===== config.mk =====
export PLATFORM = sky130hd
export DESIGN_NAME = piso_shift_tx
export DESIGN_NICKNAME = d
export VERILOG_FILES = /design/src/rtl/shift_pkg.sv /design/src/rtl/shift_bit_cnt.sv /design/src/rtl/piso_shift_tx.sv
export SDC_FILE = /design/constraint.sdc
export NUM_CORES = 1
export LEC_CHECK = 0
export CAP_MARGIN = 10
export CORE_UTILIZATION = 35
export DETAILED_ROUTE_END_ITERATION = 8
export SYNTH_ARGS = -nofsm -noshare
export SYNTH_HDL_FRONTEND = slang
export SYNTH_SLANG_ARGS = --single-unit

===== constraint.sdc =====
create_clock -name clk -period 3.4 [get_ports clk]
set_clock_uncertainty 0.15 [all_clocks]
set_input_delay 0.85 -clock clk [delete_from_list [all_inputs] [get_ports clk]]
set_output_delay 0.85 -clock clk [all_outputs]
set_load 0.01 [all_outputs]

===== src/rtl/shift_pkg.sv =====
// Shared definitions for the serial shift path (transmit and receive blocks).
// State encodings and the legal word-length range live here so both ends agree.
package shift_pkg;

    typedef logic [0:0] shift_state_t;

    localparam shift_state_t ST_IDLE  = 1'b0;
    localparam shift_state_t ST_SHIFT = 1'b1;

    localparam int WIDTH_MIN = 2;
    localparam int WIDTH_MAX = 32;

    function automatic bit width_legal(input int w);
        return (w >= WIDTH_MIN) && (w <= WIDTH_MAX);
    endfunction

endpackage


===== src/rtl/shift_bit_cnt.sv =====
// Modulo-WIDTH bit counter with synchronous clear, load-to-zero and terminal count.
module shift_bit_cnt
    import shift_pkg::*;
#(
    parameter  int WIDTH = 8,
    localparam int CW    = $clog2(WIDTH)
) (
    input  logic          clk,
    input  logic          clear,
    input  logic          zero,
    input  logic          inc,
    output logic [CW-1:0] cnt,
    output logic          tc
);

    assign tc = (cnt == CW'(WIDTH - 1));

    // Explicit wrap on terminal count so non-power-of-two widths stay modulo WIDTH.
    always_ff @(posedge clk) begin
        if (clear) begin
            cnt <= '0;
        end else if (zero) begin
            cnt <= '0;
        end else if (inc) begin
            cnt <= tc ? '0 : cnt + 1'b1;
        end
    end

endmodule


===== src/rtl/piso_shift_tx.sv =====
// Parallel-in, serial-out transmitter: valid/ready word load, one bit per clock out,
// with per-bit valid and last-bit marker; back-to-back words stream without a gap.
//
//   state    | meaning
//   ST_IDLE  | no frame on so; load_ready high
//   ST_SHIFT | frame bit on so; load_ready high only on the last bit
module piso_shift_tx
    import shift_pkg::*;
#(
    parameter int WIDTH     = 8,
    parameter bit MSB_FIRST = 1'b1
) (
    input  logic             clk,
    input  logic             clear,
    input  logic             load_valid,
    input  logic [WIDTH-1:0] load_data,
    output logic             load_ready,
    output logic             so,
    output logic             so_valid,
    output logic             so_last,
    output logic             busy
);

    localparam int CW = $clog2(WIDTH);

    if (!width_legal(WIDTH)) begin : g_width_check
        $error("piso_shift_tx: WIDTH must be within 2..32");
    end

    shift_state_t     state;
    logic [WIDTH-1:0] shreg;
    logic [WIDTH-1:0] shreg_shifted;
    logic [CW-1:0]    cnt;
    logic             tc;
    logic             hs;
    logic             first_bit;
    logic             next_bit;

    assign busy       = (state == ST_SHIFT);
    assign load_ready = !clear && ((state == ST_IDLE) || tc);
    assign hs         = load_valid && load_ready;

    always_comb begin
        if (MSB_FIRST) begin
            first_bit     = load_data[WIDTH-1];
            next_bit      = shreg[WIDTH-2];
            shreg_shifted = {shreg[WIDTH-2:0], 1'b0};
        end else begin
            first_bit     = load_data[0];
            next_bit      = shreg[1];
            shreg_shifted = {1'b0, shreg[WIDTH-1:1]};
        end
    end

    // A handshake zeroes the counter; otherwise it advances every SHIFT cycle and
    // wraps to zero on the final bit, leaving it at zero when the FSM drops to IDLE.
    shift_bit_cnt #(
        .WIDTH (WIDTH)
    ) u_bit_cnt (
        .clk   (clk),
        .clear (clear),
        .zero  (hs),
        .inc   (busy),
        .cnt   (cnt),
        .tc    (tc)
    );

    always_ff @(posedge clk) begin
        if (clear) begin
            state    <= ST_IDLE;
            shreg    <= '0;
            so       <= 1'b0;
            so_valid <= 1'b0;
            so_last  <= 1'b0;
        end else if (hs) begin
            state    <= ST_SHIFT;
            shreg    <= load_data;
            so       <= first_bit;
            so_valid <= 1'b1;
            so_last  <= 1'b0;
        end else if (state == ST_SHIFT) begin
            if (tc) begin
                state    <= ST_IDLE;
                shreg    <= '0;
                so       <= 1'b0;
                so_valid <= 1'b0;
                so_last  <= 1'b0;
            end else begin
                shreg    <= shreg_shifted;
                so       <= next_bit;
                so_last  <= (cnt == CW'(WIDTH - 2));
            end
        end
    end

endmodule


==> flow_summary_export.csv <==
group,metric,value,unit
placed_design,post-dp-hpwl,944,um
floorplanning,coreArea,1750,um^2
worst_setup_path,max_stage_delay,0.54,ns
worst_setup_path,crit_chain,"ha_1 -> ha_1 -> nor2b_1 -> buf_4 -> nor2_1 -> clkdlybuf4s50_1",
worst_setup_path,crit_type,"reg -> out",
sta,fin_tns_setup,0,ns
layout,syn_to_final_growth,29.0,%
sta,grt_setup_unrepaired,"false",
sta,period_needed,2.93,ns
worst_setup_path,reg2reg_depth,5,
layout,final_common_cell,"clkdlybuf4s50_1",
layout,layout_common_cells,"clkdlybuf4s50_1 (15), dfxtp_1 (14), nand2_1 (9), nand3_1 (9), a31oi_1 (8)",
global_routing,antenna_found_initial,0,
layout,num-fill-cells,183,
route,ant_nets,0,
power,ir_worst_vdd,0.333,mV
sta,fmax,0.341,GHz
logic_synthesis,yosys_warnings,0,
placed_design,dpl.cell_count,115,
job,maxCapViolCount,0,
route,drt-total-wl,1400,um
logic_synthesis,ys_ff_latch,14,
floorplanning,ios,16,
min_path,hold_class,"reg -> reg",
clock_network,clkLatencyLatePin,0.27,ns
floorplanning,initial_core_util,37.8,%
min_path,hold_depth,2,
global_routing,overflow,0,
sta,worst_pin_slew,0.359,ns
global_routing,grt_pass1_wl,2380,um
floorplanning,dieWidth,45.4,um
power,leakage,0.313,nW
power,p_per_area,383,nW/um^2
clock_network,clkTransAtPathRegs,0.08,ns
floorplanning,num_rows,15,
power,power,0.326,mW
worst_setup_path,cp_num_cells,6,
sta,relSlewSlack,76.1,%
logic_synthesis,synth.avg_cell_area,8.35,um^2
worst_setup_path,crit_required,2.40,ns
worst_setup_path,worst-endpoint-arrival,1.93,ns
route,first_iter_violations,23,
route,drc,0,
route,viasPerCell,5.14,
clock_network,ctsHoldBuffers,0,
min_path,min_to,"shreg[4]",
logic_synthesis,synthCells,79,
worst_setup_path,crit_path_top_delay_cell,"clkdlybuf4s50_1",
layout,final_cells,118,
worst_setup_path,r2r_end,"shreg[2]",
logic_synthesis,ys_seq_area_share,42.5,%
sta,fin_crit_sh,86.3,%
worst_setup_path,worst-path-buf-inv,2,
layout,fin_nets,109,
clock_network,numCtsBuffers,3,
logic_synthesis,synth_fp_nets,93,
clock_network,htreeDepth,1,
layout,antennaDiodeCount,0,
worst_setup_path,r2r-start,"u_bit_cnt.cnt[0]",
global_routing,grt_max_degree,22,
layout,final_core_util,48.7,%
sta,slew_viol_final,0,
sta,finalSetupViolations,0,
global_routing,grt_pass1_vias,541,
route,via_count,607,
run_status,status,"finished clean",
global_routing,grt_use_total,15.8,%
worst_setup_path,reg2reg_slack,1.75,ns
worst_setup_path,critical_path.top_delay_family,"buffers and inverters",
logic_synthesis,synth.distinct_cells,19,
sta,whs,0.329,ns
route,firstDrtPassIters,5,
worst_setup_path,startpoint_type,"register",
route,wl_per_cell,11.8,um
worst_setup_path,crit_top_cell,"ha_1",
clock_network,clkSinkCount,14,
floorplanning,die_h,45.4,um
layout,drive_above_1_share,7.53,%
clock_network,clk_path_buf_depth,2,
floorplanning,die_area,2060,um^2
logic_synthesis,syn_area,659,um^2
min_path,worstHoldStart,"shreg[3]",
worst_setup_path,end_kind,"output pin",
placed_design,io_buffers,15,
clock_network,post_cts_buffers,0,
placed_design,gp_congestion,0.726,
worst_setup_path,worstPathMaxFanout,9,
clock_network,cts_root_buf,"clkbuf_4",
clock_network,cts_tree,"done",
clock_network,cts-resized-gates,0,
sta,report.final.hold_viol_count,0,
report_power, final:
part	switching [mW]	internal, mW	leakage (nW)
sequential	0.00639	0.173	0.115
clock	0.0499	0.0410	0.0138
combinational	0.0267	0.0288	0.184
total	0.0829	0.243	0.313
metrics by stage:
step           setup slack, ns  instance area, um^2
6_report                 0.467                  851
3_3_place_gp             0.468                  828
3_5_place_dp             0.470                  828
5_1_grt                  0.292                  851
2_1_floorplan             1.18                  659
4_1_cts                  0.437                  851
synth_stat cells (all sizes together):
cell,count,area share (%)
a31oi,8,7.6
buf,5,4.2
nor2b,1,0.95
dfxtp,14,43
nand4b,1,1.3
a32oi,2,2.7
mux2,1,1.7
o211ai,7,8.0
nand2,9,5.1
nor2,6,3.4
ha,3,5.7
nor3b,1,1.1
nand3,9,6.8
a311oi,1,1.3
nand2b,2,1.9
a21oi,3,2.3
clkbuf,2,1.1
inv,4,2.3
sequential cells by signal, summed over array words and instances (netlist names):
register and flops:
so_valid 1, so 1, shreg 7, busy 1, u_bit_cnt.cnt 3, so_last 1
per-layer routing:
metal  vias to the layer above  global-route usage (%)  routed length, um
met2                        10                    23.1                649
li1                        313                       -                  -
met3                         2                    5.95                 46
met1                       282                    22.0                687
met5                         -                       0                  0
met4                         0                    3.64                 12
kinds of logic (layout without fill, tap and decap cells):
| family | count (synthesis) | after routing | share of synthesized area (%) |
|---|---|---|---|
| buffers and inverters | 11 | 25 | 7.59 |
| multiplexers | 1 | 1 | 1.71 |
| AND/OR/NAND/NOR | 29 | 29 | 20.7 |
| flip-flops | 14 | 14 | 42.5 |
| adder cells (fa/ha/maj) | 3 | 3 | 5.69 |
| AO/OA/AOI/OAI | 21 | 21 | 21.8 |
worst max-delay path by stage:
stage	from	slack (ns)	to
detailed placement	clear	0.47	load_ready
global route	u_bit_cnt.cnt[0]	0.29	load_ready
CTS	u_bit_cnt.cnt[0]	0.44	load_ready
global placement	clear	0.47	load_ready
floorplan	clear	1.18	load_ready
finish	u_bit_cnt.cnt[0]	0.47	load_ready
layout make-up:
cell class / instances / area, um^2 / area share (%)
Sequential cell: 14 / 280 / 32.9
Timing Repair Buffer: 18 / 173 / 20.3
Inverter: 4 / 15.0 / 1.76
Tap cell: 25 / 31.3 / 3.68
Clock buffer: 3 / 22.5 / 2.65
Multi-Input combinational cell: 54 / 329 / 38.7
worst reg2reg max path, delay by kind of cell, from the launching register on:
| kind | cells | cell delay, ns |
|---|---|---|
| AOI/OAI and AO/OA | 1 | 0.18 |
| and+or+nand+nor | 2 | 0.47 |
| DFF | 1 | 0.37 |
| adders and majority gates | 2 | 0.41 |
(Power assumes the default switching activity.)
